[config.mk]
export PLATFORM = sky130hd
export DESIGN_NAME = stream_pack
export DESIGN_NICKNAME = d
export VERILOG_FILES = /design/src/rtl/stream_pack_pkg.sv /design/src/rtl/stream_pack.sv
export SDC_FILE = /design/constraint.sdc
export NUM_CORES = 1
export LEC_CHECK = 0
export CAP_MARGIN = 0
export CORE_UTILIZATION = 54
export DETAILED_ROUTE_END_ITERATION = 10
export PLACE_DENSITY = 0.77
export SLEW_MARGIN = 25
export SYNTH_ARGS = -nofsm -noshare
export SYNTH_HDL_FRONTEND = slang
export SYNTH_SLANG_ARGS = --single-unit
[constraint.sdc]
create_clock -name clk -period 2.7 [get_ports clk]
set_input_delay 0.27 -clock clk [delete_from_list [all_inputs] [get_ports clk]]
set_output_delay 0.27 -clock clk [all_outputs]
set_load 0.05 [all_outputs]
[src/rtl/stream_pack_pkg.sv]
// Shared pipeline package: default beat geometry and lane-index sizing for the
// packing stage.
package stream_pack_pkg;

    localparam int DEFAULT_IN_W  = 32;
    localparam int DEFAULT_RATIO = 8;

    // Width of a counter that indexes lanes 0..ratio-1 (never narrower than 1 bit).
    function automatic int lane_idx_w(input int ratio);
        return (ratio > 1) ? $clog2(ratio) : 1;
    endfunction

endpackage

[src/rtl/stream_pack.sv]
// Packs RATIO narrow input beats into one wide word; f_last_in flushes a partial word.
// Optional STREAM_PACK_KEEP_EN adds b_keep_out, a per-lane valid mask registered with the word.
module stream_pack
    import stream_pack_pkg::*;
#(
    parameter int IN_W   = DEFAULT_IN_W,
    parameter int RATIO  = DEFAULT_RATIO,
    parameter int DATA_W = IN_W * RATIO
) (
    input  logic              clk,
    input  logic              rst,
    input  logic              f_valid_in,
    input  logic [IN_W-1:0]   f_data_in,
    input  logic              f_last_in,
    output logic              f_ready_out,
    output logic              b_valid_out,
    output logic [DATA_W-1:0] b_data_out,
    output logic              b_last_out,
`ifdef STREAM_PACK_KEEP_EN
    output logic [RATIO-1:0]  b_keep_out,
`endif
    input  logic              b_ready_in
);

    localparam int               CNT_W     = lane_idx_w(RATIO);
    localparam logic [CNT_W-1:0] LAST_LANE = CNT_W'(RATIO - 1);

    if (DATA_W != IN_W * RATIO) begin : g_bad_data_w
        $error("stream_pack: DATA_W must equal IN_W*RATIO");
    end
    if (RATIO < 2) begin : g_bad_ratio
        $error("stream_pack: RATIO must be at least 2");
    end

    logic [CNT_W-1:0]  cnt;
    logic [DATA_W-1:0] asm_reg;
    logic [DATA_W-1:0] word_next;
    logic              accept;
    logic              close;

    assign f_ready_out = !b_valid_out || b_ready_in;
    assign accept      = f_valid_in && f_ready_out;
    assign close       = accept && ((cnt == LAST_LANE) || f_last_in);

    // Assembly contents with the current beat dropped into lane cnt; lanes above it are zero.
    always_comb begin
        // NOTE: every always_comb output gets a default first so no path can infer a latch.
        word_next = '0;
        for (int i = 0; i < RATIO; i++) begin
            if (CNT_W'(i) < cnt) begin
                word_next[i*IN_W +: IN_W] = asm_reg[i*IN_W +: IN_W];
            end else if (CNT_W'(i) == cnt) begin
                word_next[i*IN_W +: IN_W] = f_data_in;
            end
        end
    end

    always_ff @(posedge clk) begin
        // NOTE: asm_reg is reset (not just the control bits) so a word that was cut short
        // by reset can never leak old lanes into the next partial word.
        if (rst) begin
            cnt         <= '0;
            asm_reg     <= '0;
            b_valid_out <= 1'b0;
            b_data_out  <= '0;
            b_last_out  <= 1'b0;
        end else begin
            // NOTE: state updates are non-blocking; the later close assignment to
            // b_valid_out overrides the delivery clear when both happen on one edge.
            if (b_valid_out && b_ready_in) begin
                b_valid_out <= 1'b0;
            end
            if (close) begin
                b_data_out  <= word_next;
                b_last_out  <= f_last_in;
                b_valid_out <= 1'b1;
                cnt         <= '0;
                asm_reg     <= '0;
            end else if (accept) begin
                asm_reg <= word_next;
                cnt     <= cnt + 1'b1;
            end
        end
    end

`ifdef STREAM_PACK_KEEP_EN
    logic [RATIO-1:0] keep_next;

    always_comb begin
        keep_next = '0;
        for (int i = 0; i < RATIO; i++) begin
            keep_next[i] = (CNT_W'(i) <= cnt);
        end
    end

    always_ff @(posedge clk) begin
        if (rst) begin
            b_keep_out <= '0;
        end else if (close) begin
            b_keep_out <= keep_next;
        end
    end
`endif

endmodule

==> Yosys cells after proc, flatten, opt, wreduce, memory -nomap -nowiden <==
Cells that the tools add are included.
{ "totals": {"wordCells": 49, "n_memories": 0, "mem_bits_ro": 0, "latchBits": 0, "out_inout_bits": 259, "ramBits": 0, "inputBits": 37, "reg_bits": 517} }
{ "classes": {"mux": 18, "n_reduce_logical": 9, "bitwise_logic": 0, "n_eq_ne": 8, "shifts": 0, "add_sub_neg": 1, "n_lt_le_gt_ge": 8, "multipliers": 0, "n_div": 0} }
{ "op_table": {"columns": ["operator", "n"], "rows": [
  ["$mux 32", 16],
  ["$eq 3x3->1 const A", 4],
  ["$lt 3x3->1 const A", 4],
  ["$eq 2x3->1 const A", 2],
  ["$lt 1x3->1 const A", 2],
  ["$lt 2x3->1 const A", 2],
  ["$add 3x1->3 const B", 1],
  ["$eq 1x3->1 const A", 1],
  ["$eq 3x3->1 const B", 1],
  ["$logic_and 1x1->1", 3],
  ["$logic_not 3->1", 1],
  ["$logic_or 1x1->1", 2],
  ["$mux 1", 2],
  ["$reduce_bool 2->1", 1],
  ["$reduce_or 2->1", 1],
  ["$logic_not 1->1", 1]
]} }

==> Depth between registers and ports, before layout <==
{ "depth": {"depth_word": 5, "ltp_mapped": 10, "mapped_depth_nobuf": 5} }

==> Least setup slack after synthesis <==
Ideal clock, no wire load.
{ "synth_path": {"path_kind": "register to register", "start": "reg cnt[0]", "end": "reg b_data_out[222]", "slack_ns": 0.421, "required_time_ns": 2.583, "arrival_ns": 2.161, "path_buffers": 4, "synth_period_minus_slack_ns": 2.279, "path_stages_with_launch": 10, "setup_ns": 0.117, "cell_sequence": "dfxtp_1 -> buf_2 -> buf_2 -> buf_1 -> inv_1 -> ha_1 -> clkbuf_1 -> and2_1 -> mux2_2 -> a32o_1"} }
{ "synth_via": {"elab_chain_len": 3, "word_cells_on_any_way": 7, "classes_between": "1 x order compare; 2 x eq/ne; 2 x mux; 2 x reduce/logical"} }
{ "synth_lines": {"columns": ["item", "line", "source"], "rows": [
  ["from (decl)", "stream_pack.sv:35", "logic [CNT_W-1:0] cnt;"],
  ["from (signal assigned)", "stream_pack.sv:81", "cnt <= cnt + 1'b1;"],
  ["parallel branches: the longest is 3 deep, another holds $lt 3x3->1", null, null],
  ["to (signal assigned)", "stream_pack.sv:74", "b_data_out <= word_next;"],
  ["to (decl)", "stream_pack.sv:17", "output logic [DATA_W-1:0] b_data_out,"]
]} }
Several ways; the timed one is not identified.
A chain may end at the register's enable or synchronous reset.

==> Final worst setup path <==
{ "layout_path": {"start": "reg cnt[1]", "end": "reg asm_reg[31]"} }
{ "layout_via": {"elab_chain_len": 4, "word_cells_on_any_way": 8, "classes_between": "1 x order compare; 1 x eq/ne; 2 x mux; 4 x reduce/logical"} }
{ "layout_lines": {"columns": ["item", "line", "source"], "rows": [
  ["parallel branches: the longest is 4 deep, another holds $lt 1x3->1", null, null],
  ["to (signal assigned)", "stream_pack.sv:80", "asm_reg <= word_next;"],
  ["to (decl)", "stream_pack.sv:36", "logic [DATA_W-1:0] asm_reg;"]
]} }
Several ways; the timed one is not identified.

==> impl_metrics.prom <==
# TYPE chip_impl_metric gauge
chip_impl_info{name="run_status",value="complete, no violations"} 1
chip_impl_metric{name="nNetsFinal",unit=""} 2149
chip_impl_metric{name="grt_pass1_wl",unit="um"} 95390
chip_impl_metric{name="fp.coreArea",unit="um^2"} 35910
chip_impl_metric{name="power.net_switching",unit="mW"} 3.894
chip_impl_metric{name="critical_path_required",unit="ns"} 3.13
chip_impl_metric{name="fraction_of_the_yosys_area_taken_by_sequential_cells",unit=""} 0.4882
chip_impl_metric{name="drt-vias-per-instance",unit=""} 6.621
chip_impl_metric{name="synth_cell_types",unit=""} 40
chip_impl_info{name="most-common-layout-cells",value="482 x sky130_fd_sc_hd__dfxtp_1, 293 x sky130_fd_sc_hd__clkdlybuf4s50_1, 159 x sky130_fd_sc_hd__o2bb2ai_1"} 1
chip_impl_info{name="worstHoldEndpoint",value="asm_reg[104]"} 1
chip_impl_metric{name="min_path_cells",unit=""} 3
chip_impl_metric{name="power.density",unit="nW/um^2"} 644.2
chip_impl_info{name="cts_root_buffer",value="sky130_fd_sc_hd__clkbuf_16"} 1
chip_impl_metric{name="place.port_buffers",unit=""} 295
chip_impl_metric{name="finalSetupViolCount",unit=""} 0
chip_impl_info{name="crit_path_frequent_cell",value="sky130_fd_sc_hd__ha_1"} 1
chip_impl_info{name="grt_setup_unrepaired",value="false"} 1
chip_impl_metric{name="timing_hold_violations_final",unit=""} 0
chip_impl_metric{name="sw_frac_of_total",unit=""} 0.2447
chip_impl_metric{name="synth_xor_area_frac",unit=""} 0
chip_impl_info{name="cp_top_family",value="compound AO/OA/AOI/OAI gates"} 1
chip_impl_metric{name="synth_mux_area_frac",unit=""} 0.05033
chip_impl_metric{name="final_antenna_net_count",unit=""} 0
chip_impl_metric{name="detailedPlacementHpwl",unit="um"} 37190
chip_impl_metric{name="maxSlewViolCount",unit=""} 0
chip_impl_metric{name="synth-warning-count",unit=""} 0
chip_impl_metric{name="io_pins",unit=""} 296
chip_impl_info{name="synth_top_family_by_area",value="compound AO/OA/AOI/OAI gates"} 1
chip_impl_metric{name="largest_register_ffs",unit=""} 256
chip_impl_metric{name="globalRouteOverflowTotal",unit=""} 0
chip_impl_metric{name="htreeDepth",unit=""} 2
chip_impl_metric{name="remaining_drc_errors",unit=""} 0
chip_impl_metric{name="seqPwrFrac",unit=""} 0.460
chip_impl_metric{name="dieHeight",unit="um"} 193.9
chip_impl_metric{name="design.die.area",unit="um^2"} 37600
chip_impl_metric{name="cts_post_setup_buffers_inserted",unit=""} 0
chip_impl_metric{name="cp.arrival",unit="ns"} 2.80
chip_impl_metric{name="fin_cells",unit=""} 2617
chip_impl_metric{name="drt-initial-drc-count",unit=""} 2016
chip_impl_metric{name="p_leak",unit="nW"} 8.800
chip_impl_metric{name="synth.avg_cell_area",unit="um^2"} 10.13
chip_impl_metric{name="antenna_found_initial",unit=""} 6
chip_impl_info{name="setup.worst_path.end_class",value="flip-flop"} 1
chip_impl_info{name="critical_path_class",value="flip-flop to flip-flop"} 1
chip_impl_info{name="final_common_cell",value="sky130_fd_sc_hd__dfxtp_1"} 1
chip_impl_info{name="critPathSlowestCell",value="sky130_fd_sc_hd__a31o_4"} 1
chip_impl_metric{name="drt_pass1_iterations",unit=""} 6
chip_impl_metric{name="gr-usage-all-layers",unit=""} 0.3173
chip_impl_metric{name="cts_resized",unit=""} 0
chip_impl_info{name="setup.worst_path.start_class",value="flip-flop"} 1
chip_impl_metric{name="power.internal",unit="mW"} 12.02
chip_impl_metric{name="areaGrowthSynthToFinish",unit="%"} 24.17
chip_impl_metric{name="post_synth_inst_count",unit=""} 1964
chip_impl_metric{name="finalClockSkew",unit="ns"} 0.03378
chip_impl_metric{name="max_slew_margin",unit=""} 0.3437
chip_impl_metric{name="max_fclk",unit="GHz"} 0.4220
chip_impl_info{name="cts_tree",value="built"} 1
chip_impl_metric{name="globalplace.congestion",unit=""} 0.8144
chip_impl_metric{name="finalCriticalPeriod",unit="ns"} 2.370
chip_impl_info{name="worst_hold_path_type",value="primary input to flip-flop"} 1
chip_impl_metric{name="synth_nets",unit=""} 2005
chip_impl_metric{name="yosys.area_share.adder",unit=""} 0.002517
chip_impl_metric{name="fraction_of_layout_cells_with_a_size_suffix_above_1",unit=""} 0.08613
chip_impl_metric{name="cpPeakStageDelay",unit="ns"} 0.72
chip_impl_metric{name="peak_supply_drop",unit="mV"} 0.4623
chip_impl_metric{name="synthesis_stage_register_bit_count",unit=""} 485
chip_impl_metric{name="tightestPinTransition",unit="ns"} 0.9845
chip_impl_metric{name="cts.clk_slew.worst_paths",unit="ns"} 0.06
chip_impl_info{name="timing.hold.worst.start",value="f_valid_in"} 1
chip_impl_info{name="critical_path.reg2reg.endpoint",value="asm_reg[31]"} 1
chip_impl_metric{name="initial_util",unit=""} 0.5538
chip_impl_metric{name="wl_per_cell",unit="um"} 23.67
chip_impl_metric{name="cts-hold-fix-buffers",unit=""} 0
chip_impl_metric{name="clockPowerShare",unit=""} 0.452
chip_impl_metric{name="placementRows",unit=""} 69
chip_impl_metric{name="rr_worst_depth",unit=""} 6
chip_impl_metric{name="post_synth_and_or_nand_nor_area_fraction",unit=""} 0.09789
chip_impl_metric{name="fin_setup_tns",unit="ns"} 0
chip_impl_info{name="worst_reg2reg_startpoint",value="cnt[1]"} 1
chip_impl_metric{name="critical_path.n_buffers_inverters",unit=""} 1
chip_impl_metric{name="min_period_over_period",unit=""} 0.8777
chip_impl_metric{name="worstPathMaxFanout",unit=""} 59
chip_impl_metric{name="cts_made_buffers",unit=""} 49
chip_impl_metric{name="clk_path_buf_depth",unit=""} 3
chip_impl_metric{name="floorplan.die.width",unit="um"} 193.9
chip_impl_metric{name="r2r_slack",unit="ns"} 0.33
chip_impl_metric{name="synth.cell_area",unit="um^2"} 19890
chip_impl_metric{name="total_wirelength_of_the_detailed_routed_design",unit="um"} 61950
chip_impl_metric{name="worstSkewPairLatency",unit="ns"} 0.56
chip_impl_info{name="path_cells",value="ha_1 > ha_1 > or2_1 > a31o_4 > buf_12 > a21oi_1"} 1
chip_impl_metric{name="drv_cap",unit=""} 0
chip_impl_metric{name="synth_compound_gate_area_share",unit=""} 0.3041
chip_impl_metric{name="grt_max_degree",unit=""} 136
chip_impl_metric{name="number_of_global_route_vias_before_repair",unit=""} 16386
chip_impl_metric{name="layout_utilization",unit=""} 0.6876
chip_impl_metric{name="route.vias.total",unit=""} 17328
chip_impl_metric{name="share_comb_of_total_power",unit=""} 0.088
chip_impl_metric{name="clock_sink_count",unit=""} 485
chip_impl_metric{name="dp_cells",unit=""} 2518
## cells by family (layout without fill, tap and decap cells)
| logic type | count (synthesis) | in the layout |
|---|---|---|
| AOI/OAI and AO/OA | 814 | 814 |
| adders and majority gates | 4 | 4 |
| buffers and inverters | 260 | 444 |
| DFF | 485 | 485 |
| muxes | 96 | 96 |
| other | 0 | 8 |
| and+or+nand+nor | 305 | 305 |
## worst max path at each step
| stage | startpoint | to | slack [ns] | cells after the start |
|---|---|---|---|---|
| after floorplan | cnt[0] | b_data_out[222] | 0.42 | 9 |
| final | cnt[1] | asm_reg[31] | 0.33 | 6 |
| after detailed placement | f_last_in | asm_reg[80] | 0.31 | 5 |
| after global placement | f_last_in | asm_reg[12] | 0.36 | 5 |
| after global routing | cnt[1] | asm_reg[31] | 0.22 | 6 |
| after CTS | cnt[1] | asm_reg[80] | 0.33 | 6 |
## tightest hold or removal path: stages
cell	delay (ns)
sky130_fd_sc_hd__buf_4	0.23
sky130_fd_sc_hd__a21oi_1	0.17
sky130_fd_sc_hd__a211oi_1	0.05
## metal layers
metal / GRT usage / wire, um / up-vias
li1: - / - / 7893
met1: 0.4222 / 25570 / 8484
met2: 0.5009 / 28580 / 800
met3: 0.05740 / 5072 / 149
met4: 0.1481 / 2711 / 2
met5: 0 / 13 / -
## Yosys cell counts
cell type                   number  area [um^2]
sky130_fd_sc_hd__a22oi_1        32        240.2
sky130_fd_sc_hd__a21oi_1       135        675.7
sky130_fd_sc_hd__dfxtp_1       485         9709
sky130_fd_sc_hd__or3_1           1        6.260
sky130_fd_sc_hd__o21a_1         32        240.2
sky130_fd_sc_hd__a2bb2o_1        1        10.01
sky130_fd_sc_hd__buf_2          72        360.4
sky130_fd_sc_hd__nor4b_4         1        23.77
sky130_fd_sc_hd__nand3_1         4        20.02
sky130_fd_sc_hd__nor2b_4         1        13.76
sky130_fd_sc_hd__nor2b_1        32        200.2
sky130_fd_sc_hd__nand2_1        64        240.2
sky130_fd_sc_hd__ha_1            4        50.05
sky130_fd_sc_hd__buf_1          16        60.06
sky130_fd_sc_hd__a211oi_1       32        240.2
sky130_fd_sc_hd__a32o_1        128         1281
sky130_fd_sc_hd__a21o_1          1        7.510
sky130_fd_sc_hd__a31o_2          1        8.760
sky130_fd_sc_hd__nand4_1        64        400.4
sky130_fd_sc_hd__nor3_1          1        5.000
sky130_fd_sc_hd__nand4b_1        1        8.760
sky130_fd_sc_hd__nor2_1          2        7.510
sky130_fd_sc_hd__mux2_2         32        360.4
sky130_fd_sc_hd__nor4_2          1        12.51
sky130_fd_sc_hd__or4_1          33        247.7
sky130_fd_sc_hd__clkbuf_1      157        589.3
sky130_fd_sc_hd__nor4_4          1        21.27
sky130_fd_sc_hd__or2_1           2        12.51
sky130_fd_sc_hd__buf_6           8        90.09
sky130_fd_sc_hd__nor4bb_1       32        320.3
sky130_fd_sc_hd__o31ai_1        97        728.2
sky130_fd_sc_hd__buf_4           2        15.01
sky130_fd_sc_hd__o2bb2ai_1     159         1393
sky130_fd_sc_hd__a31oi_1         1        6.260
sky130_fd_sc_hd__a22o_1         64        560.5
sky130_fd_sc_hd__inv_2           2        7.510
sky130_fd_sc_hd__mux2i_1        64        640.6
sky130_fd_sc_hd__o21ai_0       131        655.6
sky130_fd_sc_hd__inv_1           3        11.26
sky130_fd_sc_hd__and2_1         65        406.6
## cell type report
cell class | count | area [um^2]
inverter | 5 | 23.77
multi-input combinational | 1219 | 9111
antenna | 8 | 20.02
fill | 2746 | 11220
sequential | 485 | 9721
timing repair buffer | 348 | 3521
tap | 461 | 576.8
clock buffer | 73 | 1469
clock inverter | 18 | 252.7
## stage by stage
| stage | cell area (um^2) | worst slack (ns) | power (mW) | hold WS (ns) |
|---|---|---|---|---|
| after detailed placement | 22950 | 0.3132 | 8.843 | 0.4455 |
| after CTS | 24670 | 0.3345 | 15.93 | 0.2143 |
| after global placement | 22950 | 0.3649 | 8.820 | 0.4409 |
| after floorplan | 19890 | 0.4211 | 8.360 | 0.3955 |
| final | 24690 | 0.3303 | 15.91 | 0.2307 |
| after global routing | 24680 | 0.2208 | 16.33 | 0.2336 |
## power groups by stage
| stage | Combinational [mW] | Sequential, mW | Clock (mW) |
|---|---|---|---|
| finish | 1.41 | 7.31 | 7.19 |
| global route | 1.48 | 7.32 | 7.53 |
| CTS | 1.38 | 7.31 | 7.24 |
| detailed placement | 1.38 | 7.47 | 0 |
| global placement | 1.36 | 7.46 | 0 |
| floorplan | 0.775 | 7.58 | 0 |
Note: power is estimated with default switching activity, not from simulation.
